===== src/rtl/pixel_pack_pkg.sv =====
// Shared constants and types for the 6-bit pixel <-> byte packing path
// (used by pixel_pack and decomp3to4).
package pixel_pack_pkg;

  localparam int DWIDTH_C       = 8;
  localparam int CDEPTH_C       = 2;
  localparam int PWIDTH_C       = 3 * CDEPTH_C;
  localparam int GROUP_PIXELS_C = 4;
  localparam int GROUP_BYTES_C  = 3;
  localparam int ACC_W_C        = 16;
  localparam int CNT_W_C        = 5;
  localparam int GI_W_C         = 2;

  typedef enum logic [0:0] {
    ST_RUN   = 1'b0,
    ST_FLUSH = 1'b1
  } pack_state_e;

  // Overwrite a 6-bit field of the accumulator starting at bit pos.
  function automatic logic [ACC_W_C-1:0] insert_pixel(
    input logic [ACC_W_C-1:0]  acc,
    input logic [PWIDTH_C-1:0] pix,
    input logic [CNT_W_C-1:0]  pos
  );
    logic [ACC_W_C-1:0] mask;
    logic [ACC_W_C-1:0] data;
    mask = 16'h003F << pos;
    data = {10'd0, pix} << pos;
    return (acc & ~mask) | data;
  endfunction

endpackage


===== src/rtl/pixel_pack.sv =====
// Packs a stream of 6-bit pixels LSB-first into bytes (4 pixels -> 3 bytes),
// with a flush that zero-pads the current pixel group.
module pixel_pack
  import pixel_pack_pkg::*;
#(
  parameter int DWIDTH = 8,
  parameter int CDEPTH = 2
) (
  input  logic                  Clk,
  input  logic                  Reset,
  input  logic [3*CDEPTH-1:0]   PixelIn,
  input  logic                  PixelValid,
  output logic                  PixelReady,
  input  logic                  Flush,
  output logic [DWIDTH-1:0]     ByteOut,
  output logic                  ByteValid,
  input  logic                  ByteReady,
  output logic                  Busy
);

  pack_state_e         state_q, state_d;
  logic [ACC_W_C-1:0]  acc_q, acc_d;
  logic [CNT_W_C-1:0]  cnt_q, cnt_d;
  logic [GI_W_C-1:0]   gi_q, gi_d;

  logic                byte_xfer;
  logic                pix_xfer;
  logic [PWIDTH_C-1:0] pix_data;
  logic [CNT_W_C-1:0]  ins_pos;
  logic [ACC_W_C-1:0]  acc_base;

  // All handshake outputs come straight from registered state.
  assign ByteValid  = (cnt_q >= 5'd8);
  assign ByteOut    = acc_q[DWIDTH-1:0];
  assign PixelReady = (cnt_q <= 5'd10) && (state_q == ST_RUN);
  assign Busy       = (state_q == ST_FLUSH);

  always_comb begin
    byte_xfer = ByteValid && ByteReady;
    pix_xfer  = 1'b0;
    pix_data  = '0;
    state_d   = state_q;

    case (state_q)
      ST_RUN: begin
        pix_xfer = PixelValid && PixelReady;
        pix_data = PixelIn;
      end
      ST_FLUSH: begin
        pix_xfer = (cnt_q <= 5'd10) && (gi_q != 2'd0);
        pix_data = '0;
      end
      default: begin
        pix_xfer = 1'b0;
        pix_data = '0;
      end
    endcase

    // A byte leaving in the same cycle shifts first, so the new pixel lands 8 lower.
    acc_base = byte_xfer ? {8'd0, acc_q[ACC_W_C-1:8]} : acc_q;
    ins_pos  = byte_xfer ? (cnt_q - 5'd8) : cnt_q;
    acc_d    = pix_xfer ? insert_pixel(acc_base, pix_data, ins_pos) : acc_base;
    cnt_d    = cnt_q + (pix_xfer ? 5'd6 : 5'd0) - (byte_xfer ? 5'd8 : 5'd0);
    gi_d     = gi_q + (pix_xfer ? 2'd1 : 2'd0);

    case (state_q)
      ST_RUN: begin
        if (Flush && (gi_d != 2'd0)) begin
          state_d = ST_FLUSH;
        end else begin
          state_d = ST_RUN;
        end
      end
      ST_FLUSH: begin
        if ((gi_d == 2'd0) && (cnt_d == 5'd0)) begin
          state_d = ST_RUN;
        end else begin
          state_d = ST_FLUSH;
        end
      end
      default: state_d = ST_RUN;
    endcase
  end

  always_ff @(posedge Clk) begin
    if (Reset) begin
      state_q <= ST_RUN;
      acc_q   <= '0;
      cnt_q   <= '0;
      gi_q    <= '0;
    end else begin
      state_q <= state_d;
      acc_q   <= acc_d;
      cnt_q   <= cnt_d;
      gi_q    <= gi_d;
    end
  end

endmodule

===== config.mk =====
export PLATFORM = sky130hd
export DESIGN_NAME = pixel_pack
export DESIGN_NICKNAME = d
export VERILOG_FILES = /design/src/rtl/pixel_pack_pkg.sv /design/src/rtl/pixel_pack.sv
export SDC_FILE = /design/constraint.sdc
export NUM_CORES = 1
export LEC_CHECK = 0
export CAP_MARGIN = 30
export CORE_UTILIZATION = 35
export DETAILED_ROUTE_END_ITERATION = 6
export HOLD_SLACK_MARGIN = 0.02
export PLACE_DENSITY = 0.56
export SYNTH_ARGS = -nofsm -noshare
export SYNTH_HDL_FRONTEND = slang
export SYNTH_SLANG_ARGS = --single-unit

===== constraint.sdc =====
create_clock -name Clk -period 3.71 [get_ports Clk]
set_input_delay 0.5565 -clock Clk [delete_from_list [all_inputs] [get_ports Clk]]
set_output_delay 0.5565 -clock Clk [all_outputs]
set_load 0.03 [all_outputs]

# Word-level counts from Yosys, hierarchy flattened
# Index checks and enable logic that the tools add are counted.
dict set report totals {
  reg_bits 24
  input_bits 11
}
dict set report op_classes {
  n_lt_le_gt_ge 2
  bitwise_logic 4
  reduce_logical 10
  n_addsub 4
  mux 11
  n_shift 2
}
# op count
set ops {}
lappend ops {{$mux 16} 2}
lappend ops {{$and 16x16->16} 1}
lappend ops {{$not 16->16} 1}
lappend ops {{$or 16x16->16} 1}
lappend ops {{$shl 6x5->16} 1}
lappend ops {{$shl 6x5->16 const A} 1}
lappend ops {{$pmux 6 s2} 1}
lappend ops {{$logic_and 1x1->1} 6}
lappend ops {{$add 5x3->5} 1}
lappend ops {{$ge 5x4->1 const B} 1}
lappend ops {{$le 5x4->1 const B} 1}
lappend ops {{$logic_not 5->1} 1}
lappend ops {{$mux 5} 1}
lappend ops {{$sub 5x4->5} 1}
lappend ops {{$sub 5x4->5 const B} 1}
lappend ops {{$mux 4} 1}
lappend ops {{$pmux 1 s2} 2}
lappend ops {{$reduce_bool 2->1} 2}
lappend ops {{$mux 1} 3}
lappend ops {{$mux 3} 1}
lappend ops {{$add 2x1->2} 1}
lappend ops {{$logic_not 2->1} 1}
lappend ops {{$not 1->1} 1}

# Longest topological paths before layout
# Gate-level depths: netlist of the first run.
dict set report depth {
  word_depth 11
  depth_mapped 14
  depth_no_buf 13
}

# Least setup slack after synthesis of the first run
# OpenSTA, ideal clock, no wires.
dict set report synth_path {
  kind {register to register}
  start {reg cnt_q[4]}
  end {reg state_q, in the netlist Busy}
  setup_time_ps 115
  required_ps 3595
  n_path_buf 1
  arrival_time_ps 2788
  path_stages_with_launch 13
  synth_period_minus_slack_ps 2902
  setup_slack_ps 808
  cell_sequence {dfxtp_1 > inv_1 > ha_1 > a21o_1 > a31oi_4 > and2_1 > buf_4 > inv_1 > ha_1 > fa_1 > xor2_1 > nor4bb_1 > a2111oi_0}
}
dict set report synth_via {
  elab_chain_cells 11
  elab_cells_between_ends 21
  cone_classes {add/sub: 3; order compare: 2; mux: 7; reduce/logical: 9}
}
# element line_no
set synth_rtl {}
lappend synth_rtl {{start: declaration} pixel_pack.sv:23} ;# logic [CNT_W_C-1:0] cnt_q, cnt_d;
lappend synth_rtl {{start signal: assignment} pixel_pack.sv:94} ;# cnt_q <= cnt_d;
lappend synth_rtl {{$le 5x4->1 (*)} {pixel_pack.sv:35, pixel_pack.sv:50}}
lappend synth_rtl {{$logic_and 1x1->1} pixel_pack.sv:35} ;# assign PixelReady = (cnt_q <= 5'd10) && (state_q == ST_RUN);
lappend synth_rtl {{$logic_and 1x1->1} pixel_pack.sv:46} ;# pix_xfer = PixelValid && PixelReady;
lappend synth_rtl {{$pmux 1 s2 (*)} pixel_pack.sv:44} ;# case (state_q)
lappend synth_rtl {{$mux 3 (*)} pixel_pack.sv:63} ;# cnt_d = cnt_q + (pix_xfer ? 5'd6 : 5'd0) - (byte_xfer ? 5'd8 : 5'd0);
lappend synth_rtl {{$add 5x3->5 (*)} pixel_pack.sv:63}
lappend synth_rtl {{$sub 5x4->5 (*)} pixel_pack.sv:63}
lappend synth_rtl {{named net cnt_d[1]} pixel_pack.sv:23}
lappend synth_rtl {{$logic_not 5->1 (*)} pixel_pack.sv:75} ;# if ((gi_d == 2'd0) && (cnt_d == 5'd0)) begin
lappend synth_rtl {{$logic_and 1x1->1 (*)} pixel_pack.sv:75}
lappend synth_rtl {{$mux 1 (*)} pixel_pack.sv:75}
lappend synth_rtl {{$pmux 1 s2 (*)} pixel_pack.sv:66} ;# case (state_q)
lappend synth_rtl {{end signal: assignment} pixel_pack.sv:92} ;# state_q <= state_d;
lappend synth_rtl {{end: declaration} pixel_pack.sv:21} ;# pack_state_e state_q, state_d;
# Mark *: on every way through the listed nets, which the timed path passes. The rest lies on a longest branch.
# A chain may end at the register's enable or synchronous reset.

# Worst setup path after layout of the first run
dict set report layout_path {
  start {reg cnt_q[4]}
  end {reg state_q, in the netlist Busy}
}
dict set report layout_via {
  elab_chain_cells 11
  elab_cells_between_ends 21
  cone_classes {add/sub: 3; order compare: 2; mux: 7; reduce/logical: 9}
}
# element line_no
set layout_rtl {}
lappend layout_rtl {{$le 5x4->1} {pixel_pack.sv:35, pixel_pack.sv:50}}
lappend layout_rtl {{$logic_and 1x1->1} pixel_pack.sv:35}
lappend layout_rtl {{$logic_and 1x1->1} pixel_pack.sv:46}
lappend layout_rtl {{$pmux 1 s2} pixel_pack.sv:44}
lappend layout_rtl {{$mux 3} pixel_pack.sv:63}
lappend layout_rtl {{$add 5x3->5} pixel_pack.sv:63}
lappend layout_rtl {{$sub 5x4->5} pixel_pack.sv:63}
lappend layout_rtl {{$logic_not 5->1} pixel_pack.sv:75}
lappend layout_rtl {{$logic_and 1x1->1} pixel_pack.sv:75}
lappend layout_rtl {{$mux 1} pixel_pack.sv:75}
lappend layout_rtl {{$pmux 1 s2 (*)} pixel_pack.sv:66}
# Every way passes the cells marked *; elsewhere a longest branch is shown, timed or not.

==> run metrics, run 1 <==
run status complete, no violations; maximum level of the CTS H-tree 1; vertical extent of the die 69.04 µm; met2 layer usage reported by global route 0.2567; worst vdd rail ir drop 0.0002740 V; placeable core region 4324 µm²; site row count 24; Total GRT Usage 0.1559; first-pass GRT wire length 6.106 mm; grt met3 use 0.02778; via-per-instance ratio 5.506; final critical delay including setup and external delays 3.234 ns; Max Slew Vio Count 0; met1 global-route usage 0.2083; number of antenna violations at the first check in global routing 0; Post-CTS Setup Repair Bufs 0; GRT Max-Usage Layer met2; via count 1294; IO Count 22; number of warnings reported in the yosys synthesis log 0; cell with the largest stage delay on the worst path sky130_fd_sc_hd__dfxtp_1; achievable clock frequency 309.2 MHz; Detailed Route WL 3.618 mm; drt wl/cell 15.40 µm; kind of launch point of the worst setup path flip-flop; Primary FF master, synth sky130_fd_sc_hd__dfxtp_1; share of final-layout standard cells stronger than drive strength 1 0.1038; count of cell types in the netlist 45; EDFF count, synth 0; sequential area share after synthesis 0.2928; largest area contributor in the synthesized netlist sky130_fd_sc_hd__dfxtp_1; number of gates resized after cts 0; Final Util 0.4158; area share of the largest cell type after synthesis 0.2928; total gr overflow 0; vias in the first global route 1286; Starting Density 0.3637; area added between synthesis and finish 14.32%; commonest cells after routing, fill and taps aside sky130_fd_sc_hd__dfxtp_1 (23), sky130_fd_sc_hd__nor2_1 (23), sky130_fd_sc_hd__clkdlybuf4s50_1 (21); leading post-synthesis cells by cell area sky130_fd_sc_hd__dfxtp_1 (29%), sky130_fd_sc_hd__mux2i_1 (7.6%), sky130_fd_sc_hd__ha_1 (6.4%); worst-skew pair later-pin latency 0.27 ns; number of instances in the synthesized netlist 173; longest individual stage delay on the worst path 0.38 ns; largest fanout of any net on the critical path 6; worst-margin pin slew 0.5585 ns; kind of critical path flip-flop to flip-flop; setup repair after global routing missed its margin no; P per Cell Area 934.3 nW/µm²; drt first pass iters 4; placer's final routability congestion estimate 0.8518; hold_ws 0.4926 ns; synthesized area per cell 9.091 µm²; fill cell count 435; antenna diode count 0; count of input and output buffers 21; pin count of the biggest net entering global routing 17; DP Wirelength 2.620 mm; kind of capture point of the worst setup path flip-flop; Root Buffer sky130_fd_sc_hd__clkbuf_8; number of storage elements in the synthesis netlist 23; floorplan die area 4766 µm²; worst min-delay path category flip-flop to flip-flop; total design power 1.680 mW; detailed-route DRC error count 0; layout net count 204; Final Cycle Share 0.8716; count of max-cap constraint violations 0; width of the chip 69.04 µm; ordered cell list for the critical path inv_1 > ha_1 > a21o_1 > a31oi_4 > and2_1 > inv_1 > ha_1 > inv_1 > ha_1 > a21o_1 > a21oi_1 > xnor2_1 > a2111oi_0; fraction of synthesis flops using an asynchronous set or reset pin 0; critical path data required time 3.86 ns; synthesized netlist net count 193; data arrival time at the worst-slack endpoint 3.39 ns; number of clock buffers inserted by TritonCTS 3; number of clock sinks seen by CTS 23; number of routed nets with antenna violations 0; Post-Route Setup TNS 0 ns; Relative slew margins 0.6272; final clock skew 0.006159 ns; Final Hold Fails 0; number of hold-repair buffers added at the cts stage 0; leakage 0.7250 nW; CTS tree done; Worst-path clk slew 0.09 ns; violation count after the first detailed-routing iteration 69; maximum buffer depth of the clock tree 2; setup-violating endpoint count in the final report 0; combined area of all synthesized cells 1573 µm²
## critical path: cells and delay by family (launching register included)
kind                       cells  cell delay (ns)
AOI/OAI and AO/OA              5             1.15
buffers and inverters          3             0.25
adders and majority gates      3             0.90
xor gates and xnor gates       1             0.11
DFF                            1             0.38
and+or+nand+nor                1             0.33
## flip-flops by register name (all words and copies together), names as in the netlist
name and flops:
acc_q 16, Busy 1, cnt_q 4, gi_q 2
## kinds of logic (layout without fill, tap and decap cells)
kind of cell             count (synthesis)  count (layout)  share of synthesized area
AND/OR/NAND/NOR                         54              54                     0.1758
AO/OA/AOI/OAI                           40              40                     0.2379
buffers and inverters                   29              39                     0.1042
flip-flops                              23              23                     0.2928
multiplexers                            14              14                    0.09069
adder cells (fa/ha/maj)                  9               9                    0.07638
XOR/XNOR                                 4               4                    0.02228
## metrics by stage
| step | cells | setup WS, ns | area, µm² |
|---|---|---|---|
| floorplan | 173 | 0.8077 | 1573 |
| global placement | 231 | 0.4556 | 1752 |
| detailed placement | 231 | 0.3093 | 1752 |
| CTS | 235 | 0.4379 | 1798 |
| global route | 235 | 0.2304 | 1798 |
| finish | 235 | 0.4762 | 1798 |
## synthesized netlist by cell type (4+ instances only)
cell type and n:
sky130_fd_sc_hd__dfxtp_1 23, sky130_fd_sc_hd__clkbuf_1 5, sky130_fd_sc_hd__nand3_1 6, sky130_fd_sc_hd__buf_4 9, sky130_fd_sc_hd__nor2_1 23, sky130_fd_sc_hd__a21oi_1 4
sky130_fd_sc_hd__o21ai_0 6, sky130_fd_sc_hd__nand2_1 7, sky130_fd_sc_hd__mux2i_1 12, sky130_fd_sc_hd__ha_1 8, sky130_fd_sc_hd__a32o_1 8, sky130_fd_sc_hd__inv_1 10
## where the power goes
group / switching, mW / internal [mW]
sequential: 0.0705 / 0.326
clock: 0.0842 / 0.0751
combinational: 0.657 / 0.467
## cell type report
type	count	area [µm²]	area share
Timing Repair Buffer	25	240.2	0.1336
Multi-Input combinational cell	121	948.4	0.5275
Inverter	10	37.54	0.02088
Sequential cell	23	460.4	0.2561
Clock buffer	3	41.29	0.02296
Tap cell	52	65.06	0.03619
Clock inverter	1	5.005	0.002784
## per-layer routing
metal / routed length, µm / share of wire / vias to the layer above
met4: 33 / 0.0091 / 0
met3: 196 / 0.054 / 5
met1: 1656 / 0.46 / 618
li1: - / - / 634
met2: 1731 / 0.48 / 37
met5: 0 / 0 / -
## path summary, 6_finish.rpt
check              endpoint       from  cells past startpoint  slack [ns]
setup / recovery       Busy   cnt_q[4]                     13        0.48
hold / removal    acc_q[10]  acc_q[10]                      1        0.49
setup reg to reg       Busy   cnt_q[4]                     13        0.48
hold reg to reg   acc_q[10]  acc_q[10]                      1        0.49
(Power assumes the default switching activity.)
==> inputs of run 2 (changes only) <==
- CAP_MARGIN: 30 -> unset
==> results of run 2 <==
The final DEF is identical to that of run 1; final timing and power are the same.
==> inputs of run 3 (changes only) <==
- ABC_CLOCK_PERIOD_IN_PS: unset -> 3710
==> results of run 3 <==
The final DEF is identical to that of run 1; final timing and power are the same.
==> RTL edit, RTL diff (flow settings as in run 2) <==
Change the parameter `DWIDTH` from 8 to 6.
--- a/src/rtl/pixel_pack.sv
+++ b/src/rtl/pixel_pack.sv
@@ -5,3 +5,3 @@
 #(
-  parameter int DWIDTH = 8,
+  parameter int DWIDTH = 6,
   parameter int CDEPTH = 2
Interface: changed (resized ByteOut); port bits go from 22 to 20. No check against the original RTL was run, so the function may have changed too.
==> RTL edit against run 2 <==
Clock skew grew 2.1 ps. Core utilization grew 2.5 points. Power shrank 16%. Non-clock buffer count shrank 5. Highest routed layer unchanged. Fmax grew 6.1%. Global-route usage grew 1.0 points. Design area shrank 16%. Setup slack gained 180 ps. Sequential cell count shrank 4. Die area shrank 17%. Synthesized area shrank 18%. Cell count shrank 11%. Routed wire length shrank 18%. Sequential power shrank 11%.
==> RTL edit: results <==
group,metric,value,unit
global_route,grt_pass1_wl,5.09,mm
cts,cts.htree.levels,1,
worst_setup_path,timing.critical_path.from,"PixelValid",
timing,post-route-worst-setup-slack,661,ps
routing,met3_length,77,um
cells_and_area,largest_registers,"acc_q (12), cnt_q (4), gi_q (2)",
routing,wl_met1,1.38,mm
logic_synthesis,synthesis.nets,171,
power,finalPower,1.41,mW
worst_setup_path,r2r_slack,700,ps
worst_setup_path,slowest_stage,"clkdlybuf4s50_1",
logic_synthesis,netlist_top_cells_count,"19 x dfxtp_1, 17 x nor2_1, 13 x inv_1",
cts,path_clk_slew,70,ps
global_route,track_usage,0.166,
cells_and_area,antenna_cells,0,
routing,vias,1070,
power,power_switching_share,0.467,
cts,cts_resized,0,
timing,max_slew_margin,0.631,
logic_synthesis,yosysSeqAreaShare,0.294,
cells_and_area,layoutNonFillerInstCount,209,
logic_synthesis,yosys-top-cells-area,"dfxtp_1 29%, ha_1 7.7%, mux2i_1 5.4%",
power,ir_worst_vdd,0.353,mV
worst_setup_path,critPathTopFamily,"compound AO/OA/AOI/OAI gates",
routing,first_pass_iters,4,
timing,holdWs,471,ps
worst_setup_path,rr_worst_depth,13,
power,powerClk,0.145,mW
routing,wl_met2,1.49,mm
global_route,use_met3,0.0383,
logic_synthesis,synth.avg_cell_area,8.58,sq um
global_route,grt_use_met1,0.199,
global_route,use_met2,0.299,
routing,routed_wirelength,2.96,mm
cells_and_area,nets,184,
place,io_buffer_count,19,
cts,cts_buffers,3,
power,p_leak,0.598,nW
routing,drtIter0Drc,35,
status,status,"complete, no violations",
timing,finalClockSkew,8.28,ps
worst_setup_path,crit_fanout,4,
cells_and_area,nFillCells,353,
place,pre_cts_ws,404,ps
global_route,grt_max_degree,16,
worst_setup_path,critical_path_class,"in2reg",
cells_and_area,stdcell_area,1520,sq um
cells_and_area,drive_gt1_frac,0.0920,
place,place_congestion,0.827,
timing,hold_violations,0,
place,dp_hpwl,2.36,mm
worst_setup_path,critical-path-max-stage-delay,450,ps
power,p_comb_frac,0.646,
RTL edit: worst reg2reg max path: cells and delay by family (launching register included):
kind | cells | cell delay, ps
xor+xnor | 1 | 110
compound gates | 5 | 1090
flops | 1 | 370
simple gates | 1 | 270
fa+ha+maj | 3 | 810
buf+inv | 3 | 230
RTL edit: cells by family after synthesis:
logic type / Yosys count / synth area share
AOI/OAI and AO/OA: 34 / 0.211
buffers and inverters: 26 / 0.102
and+or+nand+nor: 49 / 0.193
adders and majority gates: 9 / 0.0928
DFF: 19 / 0.294
xor gates and xnor gates: 4 / 0.0271
muxes: 10 / 0.0802
RTL edit: area by class of cell:
class,instances,area share
clock buffer,3,0.0272
inverter,14,0.0362
clock inverter,1,0.00329
sequential,19,0.250
timing repair buffer,20,0.130
tap,46,0.0379
multi-input combinational,106,0.515
